$ cat src/rtl/srl_fifo_if.sv
// Producer/consumer handshake bundle for srl_fifo; the FIFO takes the slave modport.
interface srl_fifo_if #(
  parameter int DATA_W = 8,
  parameter int DEPTH  = 32
);
  localparam int LW = $clog2(DEPTH) + 1;

  // Both sides use valid/ready: a word transfers on a rising CLK edge where valid and ready are
  // both high. Valid never waits on ready, and data is held stable while valid is high and ready is low.
  logic [DATA_W-1:0] WR_DATA;
  logic              WR_VALID;
  logic              WR_READY;
  logic [DATA_W-1:0] RD_DATA;
  logic              RD_VALID;
  logic              RD_READY;
  logic [LW-1:0]     LEVEL;

  modport master (
    output WR_DATA, WR_VALID, RD_READY,
    input  WR_READY, RD_DATA, RD_VALID, LEVEL
  );

  modport slave (
    input  WR_DATA, WR_VALID, RD_READY,
    output WR_READY, RD_DATA, RD_VALID, LEVEL
  );
endinterface

$ cat src/rtl/srl_fifo.sv
// Shallow FIFO on per-bit addressable shift registers (one SRL32E per data bit).
// Define SRL_FIFO_OUTREG_EN to add an output register (capacity DEPTH+1, read latency 2).
module srl_fifo #(
  parameter int DATA_W = 8,
  parameter int DEPTH  = 32,
  parameter bit INIT   = 1'b0
) (
  input logic       CLK,
  input logic       RST_N,
  srl_fifo_if.slave bus
);
  localparam int AW = $clog2(DEPTH);
  localparam int LW = AW + 1;
  localparam logic [LW-1:0] FULL = LW'(DEPTH);

  logic              push;
  logic              srl_pop;
  logic              wr_ready_q;
  logic [LW-1:0]     cnt;
  logic [LW-1:0]     cnt_next;
  logic [LW-1:0]     cnt_m1;
  logic [AW-1:0]     tap_addr;
  logic [DATA_W-1:0] tap_data;

  // Storage is not reset; the declaration value is the power-up content of every bit.
  logic [DEPTH-1:0]  srl [DATA_W] = '{default: {DEPTH{INIT}}};

  assign push = bus.WR_VALID & wr_ready_q;

  always_comb begin
    cnt_next = cnt;
    case ({push, srl_pop})
      2'b10:   cnt_next = cnt + LW'(1);
      2'b01:   cnt_next = cnt - LW'(1);
      default: cnt_next = cnt;
    endcase
  end

  // WR_READY is a flop of the next count, so it never sees RD_READY combinationally.
  always_ff @(posedge CLK or negedge RST_N) begin
    if (!RST_N) begin
      cnt        <= '0;
      wr_ready_q <= 1'b0;
    end else begin
      cnt        <= cnt_next;
      wr_ready_q <= (cnt_next != FULL);
    end
  end

  always_ff @(posedge CLK) begin
    if (push) begin
      for (int b = 0; b < DATA_W; b++) begin
        srl[b] <= {srl[b][DEPTH-2:0], bus.WR_DATA[b]};
      end
    end
  end

  // The oldest entry sits at tap cnt-1; a simultaneous push and pop keeps the address
  // while the shift moves the next-oldest entry under it.
  always_comb begin
    cnt_m1   = cnt - LW'(1);
    tap_addr = cnt_m1[AW-1:0];
    tap_data = '0;
    for (int b = 0; b < DATA_W; b++) begin
      tap_data[b] = srl[b][tap_addr];
    end
  end

  assign bus.WR_READY = wr_ready_q;

`ifdef SRL_FIFO_OUTREG_EN
  logic              out_valid;
  logic [DATA_W-1:0] out_data;

  // The head moves into the output register whenever that register is free or being drained.
  assign srl_pop = (cnt != '0) & (~out_valid | bus.RD_READY);

  always_ff @(posedge CLK or negedge RST_N) begin
    if (!RST_N) begin
      out_valid <= 1'b0;
    end else begin
      out_valid <= srl_pop | (out_valid & ~bus.RD_READY);
    end
  end

  always_ff @(posedge CLK) begin
    if (srl_pop) begin
      out_data <= tap_data;
    end
  end

  assign bus.RD_DATA  = out_data;
  assign bus.RD_VALID = out_valid;
  assign bus.LEVEL    = cnt + LW'(out_valid);
`else
  assign srl_pop      = (cnt != '0) & bus.RD_READY;
  assign bus.RD_DATA  = tap_data;
  assign bus.RD_VALID = (cnt != '0);
  assign bus.LEVEL    = cnt;
`endif

endmodule
$ cat src/flat_wrapper.sv
// flat-port wrapper written by rule: the top's interface ports become plain ports
module srl_fifo_flat 
#(
  parameter int DATA_W = 8,
  parameter int DEPTH  = 32,
  parameter bit INIT   = 1'b0
)
  (CLK, RST_N, bus_WR_DATA, bus_WR_VALID, bus_RD_READY, bus_WR_READY, bus_RD_DATA, bus_RD_VALID, bus_LEVEL);
  srl_fifo_if #(.DATA_W(DATA_W), .DEPTH(DEPTH)) bus_i ();
  input logic CLK;
  input logic RST_N;
  input wire logic [$bits(bus_i.WR_DATA)-1:0] bus_WR_DATA;
  input wire logic [$bits(bus_i.WR_VALID)-1:0] bus_WR_VALID;
  input wire logic [$bits(bus_i.RD_READY)-1:0] bus_RD_READY;
  output wire logic [$bits(bus_i.WR_READY)-1:0] bus_WR_READY;
  output wire logic [$bits(bus_i.RD_DATA)-1:0] bus_RD_DATA;
  output wire logic [$bits(bus_i.RD_VALID)-1:0] bus_RD_VALID;
  output wire logic [$bits(bus_i.LEVEL)-1:0] bus_LEVEL;
  assign bus_i.WR_DATA = bus_WR_DATA;
  assign bus_i.WR_VALID = bus_WR_VALID;
  assign bus_i.RD_READY = bus_RD_READY;
  assign bus_WR_READY = bus_i.WR_READY;
  assign bus_RD_DATA = bus_i.RD_DATA;
  assign bus_RD_VALID = bus_i.RD_VALID;
  assign bus_LEVEL = bus_i.LEVEL;
  srl_fifo #(.DATA_W(DATA_W), .DEPTH(DEPTH), .INIT(INIT)) u_core (.CLK(CLK), .RST_N(RST_N), .bus(bus_i));
endmodule
$ cat config.mk
export PLATFORM = sky130hd
export DESIGN_NAME = srl_fifo_flat
export DESIGN_NICKNAME = d
export VERILOG_FILES = /design/src/rtl/srl_fifo_if.sv /design/src/rtl/srl_fifo.sv /design/src/flat_wrapper.sv
export SDC_FILE = /design/constraint.sdc
export NUM_CORES = 1
export LEC_CHECK = 0
export BUFFER_PORTS_ARGS = -buffer_cell sky130_fd_sc_hd__buf_2
export CAP_MARGIN = 20
export CORE_MARGIN = 3
export CORE_UTILIZATION = 31
export CTS_CLUSTER_SIZE = 14
export DETAILED_ROUTE_END_ITERATION = 6
export PLACE_DENSITY_LB_ADDON = 0.1
export SLEW_MARGIN = 15
export SYNTH_ARGS = -nofsm -noshare
export SYNTH_HDL_FRONTEND = slang
export SYNTH_SLANG_ARGS = --single-unit
$ cat constraint.sdc
create_clock -name CLK -period 7.8 [get_ports CLK]
set_clock_uncertainty 0.05 [all_clocks]
set_input_delay 1.17 -clock CLK [delete_from_list [all_inputs] [get_ports CLK]]
set_output_delay 1.17 -clock CLK [all_outputs]
set_load 0.05 [all_outputs]
Word level (Yosys, flattened, before mapping). Memories as Yosys holds them, arrays and structs flattened. Index checks and enable logic that the tools add are counted.

Word-level logic and storage cells: 31. Bits of input ports: 12. Memories: 1. Output and inout bits: 16. Flip-flop bits (word level): 7. RAM bits: 256.

$add $sub $neg: 2. Magnitude comparators: 1. Bitwise logic cells: 2. Eq/ne operators: 3. Muxes and demuxes: 19. Reduce and logical (&&, ||, !) cells: 1.

Memory list: u_core.srl (words 8, bits a word 32, rd ports 8, clocked after memory_dff 0, write ports 8, RTL line srl_fifo.sv:26) `logic [DEPTH-1:0] srl [DATA_W] = '{default: {DEPTH{INIT}}};`.

Operators by type and width (count): $bmux W1 S5 (8); $pmux W6 S2 (1); $mux W1 (10); $add A6 B1 Y6 const B (1); $lt A5 B6 Y1 const B (1); $ne A6 B6 Y1 const B (1); $reduce_bool A6 Y1 (1); $sub A6 B1 Y6 const B (1); $and A1 B1 Y1 (2); $eq A2 B1 Y1 const B (1); $eq A2 B2 Y1 const B (1).

Longest topological paths before layout.
Word-level depth: 5. Mapped depth: 15. Depth with buffers taken out: 12.

Least setup slack after synthesis. No wires, ideal clock.

Path type: in2reg. Start: input port bus_WR_VALID. End: register u_core.wr_ready_q (netlist: u_core.bus.WR_READY). Path buffers: 0. Path slack: 0.268 ns. Required time: 7.678 ns. Library setup time: 0.072 ns. Arrival time: 7.409 ns. Cell stages on the path: 8. Path through: nand2_1 -> inv_1 -> ha_1 -> inv_1 -> a21oi_1 -> a221o_1 -> nor2_1 -> nand4b_1.

Longest elaborated chain between the ends: 4. Elaborated cells between the ends (all ways): 5. Those cells by class: 3 x eq/ne; 1 x mux; 1 x bitwise.

Ends and longest elaborated chain: start, declared (RTL line flat_wrapper.sv:13) `input wire logic [$bits(bus_i.WR_VALID)-1:0] bus_WR_VALID;`; $and A1 B1 Y1 * (RTL line srl_fifo.sv:28) `assign push = bus.WR_VALID & wr_ready_q;`; via u_core.push (RTL line srl_fifo.sv:16) `logic push;`; $eq A2 B1 Y1 / $eq A2 B2 Y1 (equally long branches) (RTL line srl_fifo.sv:32) `case ({push, srl_pop})`; $pmux W6 S2 * (RTL line srl_fifo.sv:32); via u_core.cnt_next[2] (RTL line srl_fifo.sv:20) `logic [LW-1:0] cnt_next;`; $ne A6 B6 Y1 * (RTL line srl_fifo.sv:46) `wr_ready_q <= (cnt_next != FULL);`; end signal, assigned (RTL line srl_fifo.sv:46); end, declared (RTL line srl_fifo.sv:18) `logic wr_ready_q;`.

Mark *: on every way through the listed nets, which the timed path passes. The rest lies on a longest branch.

Worst setup path in the final report.
Start: register u_core.cnt[0] (netlist: u_core.bus.LEVEL[0]). End: output port bus_RD_DATA[2].

Longest elaborated chain between the ends: 3.

Ends and longest elaborated chain: start, declared (RTL line srl_fifo.sv:19) `logic [LW-1:0] cnt;`; start signal, assigned (RTL line srl_fifo.sv:45) `cnt <= cnt_next;`; $sub A6 B1 Y6; $bmux W1 S5 (RTL line srl_fifo.sv:65) `tap_data[b] = srl[b][tap_addr];`; $mux W1 (not written as such) (RTL line srl_fifo.sv:65); end, declared (RTL line flat_wrapper.sv:16) `output wire logic [$bits(bus_i.RD_DATA)-1:0] bus_RD_DATA;`.

No other way between the ends. The select of a mux whose other input is x is not followed.

==> impl_metrics.ini <==
[run_status]
status = completed

[floorplan]
io_pins = 28
floorplan.initialDensity = 0.3174
core_area_mm2 = 0.03287
std_cell_rows = 66
dieHeight_um = 189.4
die_outline_width_um = 189.4
die_area_mm2 = 0.03589

[cts]
cts_tree = built
post_cts_repair_timing_setup_buffer_count = 0
cts_inserted_buffers = 30
ctsHtreeMaxLevel = 1
post_cts_hold_buffer_count = 0
cts_root_buffer = sky130_fd_sc_hd__clkbuf_16
clock_latency_ns = 0.54
numClockSinks = 263
cts_resized = 0
clk_pin_slew_worst_paths_ns = 0.06
cts_max_path_buffers = 3

[synth]
synthMostInstantiatedCell = sky130_fd_sc_hd__edfxtp_1
synth_area_mm2 = 0.01043
synth-main-ff-cell = sky130_fd_sc_hd__edfxtp_1
synth_seq_area_share = 0.7537
netlist.area_leader.share = 0.7370
netlist_top_cells_area = sky130_fd_sc_hd__edfxtp_1 (74%), sky130_fd_sc_hd__mux4_2 (14%), sky130_fd_sc_hd__nor2_1 (2.3%), sky130_fd_sc_hd__dfrtp_1 (1.7%), sky130_fd_sc_hd__mux2i_1 (1.5%)
synth_top_cells_by_count = sky130_fd_sc_hd__edfxtp_1 (256), sky130_fd_sc_hd__mux4_2 (64), sky130_fd_sc_hd__nor2_1 (64)
yosysWarnings = 0
share_of_flip_flops_with_an_asynchronous_set_or_reset = 0.02662
post_syn_area_per_cell_um2 = 20.14
yosys.cell_types.count = 38
synth_area_leader_cell = sky130_fd_sc_hd__edfxtp_1
number_of_enable_type_register_cells_in_the_synthesized_netlist = 256
post_synth_inst_count = 518
postSynthRegisterBits = 263
syn-num-nets = 534

[job]
maxCapViolations = 0

[worst_hold_path]
hold_class = flop to flop
holdPathStages = 0
worstHoldEndpoint = u_core.srl[1][106]$_DFFE_PP_
timing.hold.worst.start = u_core.srl[1][105]$_DFFE_PP_

[drt]
drt_first_iter_violations = 393
detail_route.wl_per_cell_um = 19.21
routed_via_density = 4.815
route.vias.total = 4940
drt_first_pass_iters = 4
routed_wirelength_mm = 19.71
ant_nets = 0
drc_errors = 0

[global_route]
grt_pass1_vias = 5340
grt_pass1_wl_mm = 31.62
antenna_found_initial = 0
largest_net_degree_at_the_start_of_global_routing = 155
grtUsageTotal = 0.1108
grt_overflow = 0

[layout]
layout.cells.non_filler = 1026
number_of_diodes = 0
fin_nets = 576
layout-drive-gt1-share = 0.2654
layout.filler_cells = 3093
layout_overhead_on_the_synthesized_area_pct = 15.33

[timing]
least_margin_pin_slew_ns = 1.065
rsz0062_at_grt = false
final_hold_vio_count = 0
post-route-period-util = 0.6373
setup_total_negative_slack_ns = 0
max_freq_ghz = 0.2012
timing.final.setup_violations = 0
timing.final.max_slew_violations = 0
slew_headroom = 0.2903
fin_crit_ns = 4.971

[critical_path]
setup.worst_path.end_class = output port
worst_ep_required_time_ns = 6.58
cp_max_fo = 65
path_class = flop to output port
worst_r2r_path_depth = 11
regToRegEndpoint = u_core.bus.WR_READY$_DFF_PN0_
setup.reg_to_reg.worst_slack_ns = 4.23
critical_path_arrival_ns = 3.75
cp-start-kind = flop
rr_startpoint = u_core.bus.LEVEL[0]$_DFF_PN0_

[place]
place.detailed.hpwl_mm = 10.91
place.gp.congestion = 0.7005
placement.io_buffers = 27
numPlacedInstances = 968
## critical path: stages (launching register included)
cell and delay [ns]:
sky130_fd_sc_hd__dfrtp_4 0.73, sky130_fd_sc_hd__inv_1 0.18, sky130_fd_sc_hd__ha_4 1.03, sky130_fd_sc_hd__mux4_2 0.38, sky130_fd_sc_hd__nor2_1 0.05, sky130_fd_sc_hd__nor2_1 0.22
sky130_fd_sc_hd__o22ai_1 0.12, sky130_fd_sc_hd__nor2_1 0.17, sky130_fd_sc_hd__buf_2 0.29
## per-stage QoR
| step | instance area [um^2] | util | setup slack (ns) | hold WS, ns |
|---|---|---|---|---|
| 4_1_cts | 11980 | 0.3644 | 2.659 | 0.3762 |
| 6_report | 12030 | 0.3660 | 2.829 | 0.3887 |
| 5_1_grt | 12030 | 0.3660 | 2.531 | 0.3875 |
| 3_3_place_gp | 11050 | 0.3361 | 3.210 | 0.3748 |
| 3_5_place_dp | 11050 | 0.3361 | 3.253 | 0.3774 |
| 2_1_floorplan | 10430 | - | 0.2684 | 0.3707 |
## cell families (layout without fill, tap and decap cells)
logic type / Yosys count / in the layout / synth area share
AO/OA/AOI/OAI: 33 / 33 / 0.02447
AND/OR/NAND/NOR: 104 / 104 / 0.04270
adder cells (fa/ha/maj): 4 / 4 / 0.004798
flip-flops: 263 / 263 / 0.7537
XOR/XNOR: 3 / 3 / 0.003959
buffers and inverters: 31 / 97 / 0.01679
multiplexers: 80 / 80 / 0.1535
## area by class of cell
class                   count  area (um^2)  share of cell area
clock buffers              35        769.5             0.06396
well taps                 442        553.0             0.04597
multi-input cells         224         2417              0.2009
repair buffers             35        235.2             0.01955
flip-flops and latches    263         7866              0.6539
inverters                   6        30.03            0.002496
clock inverters            21        158.9             0.01321
## cells in the final DEF (no fill, tap or decap), types with 3 or more instances in the layout
cell type / instances
sky130_fd_sc_hd__a21oi_1: 4
sky130_fd_sc_hd__a32o_1: 8
sky130_fd_sc_hd__buf_2: 27
sky130_fd_sc_hd__buf_4: 6
sky130_fd_sc_hd__clkbuf_1: 5
sky130_fd_sc_hd__clkbuf_16: 30
sky130_fd_sc_hd__clkinv_1: 6
sky130_fd_sc_hd__clkinv_2: 12
sky130_fd_sc_hd__dfrtp_1: 6
sky130_fd_sc_hd__edfxtp_1: 256
sky130_fd_sc_hd__ha_1: 3
sky130_fd_sc_hd__inv_1: 5
sky130_fd_sc_hd__mux2i_1: 16
sky130_fd_sc_hd__mux4_2: 64
sky130_fd_sc_hd__nand2_1: 25
sky130_fd_sc_hd__nand2b_1: 3
sky130_fd_sc_hd__nor2_1: 64
sky130_fd_sc_hd__o21ai_0: 4
sky130_fd_sc_hd__o221ai_1: 3
sky130_fd_sc_hd__o22ai_1: 8
## registers in the layout (all words and copies together) (netlist names)
register             count
u_core.bus.LEVEL         6
u_core.srl             256
u_core.bus.WR_READY      1
## worst max path at each step
stage | cells after the start | from | slack (ns) | to
2_1_floorplan | 8 | bus_WR_VALID | 0.27 | u_core.bus.WR_READY$_DFF_PN0_
3_5_place_dp | 8 | u_core.bus.LEVEL[0]$_DFF_PN0_ | 3.25 | bus_RD_DATA[5]
4_1_cts | 8 | u_core.bus.LEVEL[0]$_DFF_PN0_ | 2.66 | bus_RD_DATA[5]
5_1_grt | 8 | u_core.bus.LEVEL[0]$_DFF_PN0_ | 2.53 | bus_RD_DATA[0]
6_report | 8 | u_core.bus.LEVEL[0]$_DFF_PN0_ | 2.83 | bus_RD_DATA[2]
3_3_place_gp | 8 | u_core.bus.LEVEL[0]$_DFF_PN0_ | 3.21 | bus_RD_DATA[2]
## per-layer routing
layer	vias to the layer above	wire length, um	track usage
met2	60	9069	0.1735
li1	2199	-	-
met1	2646	9539	0.1605
met4	0	347	0.02701
met3	35	753	0.02129
met5	-	0	0
Power is left out: the tool's default activity adds up to more than one toggle a clock period on the data nets, which glitch-free logic cannot reach.
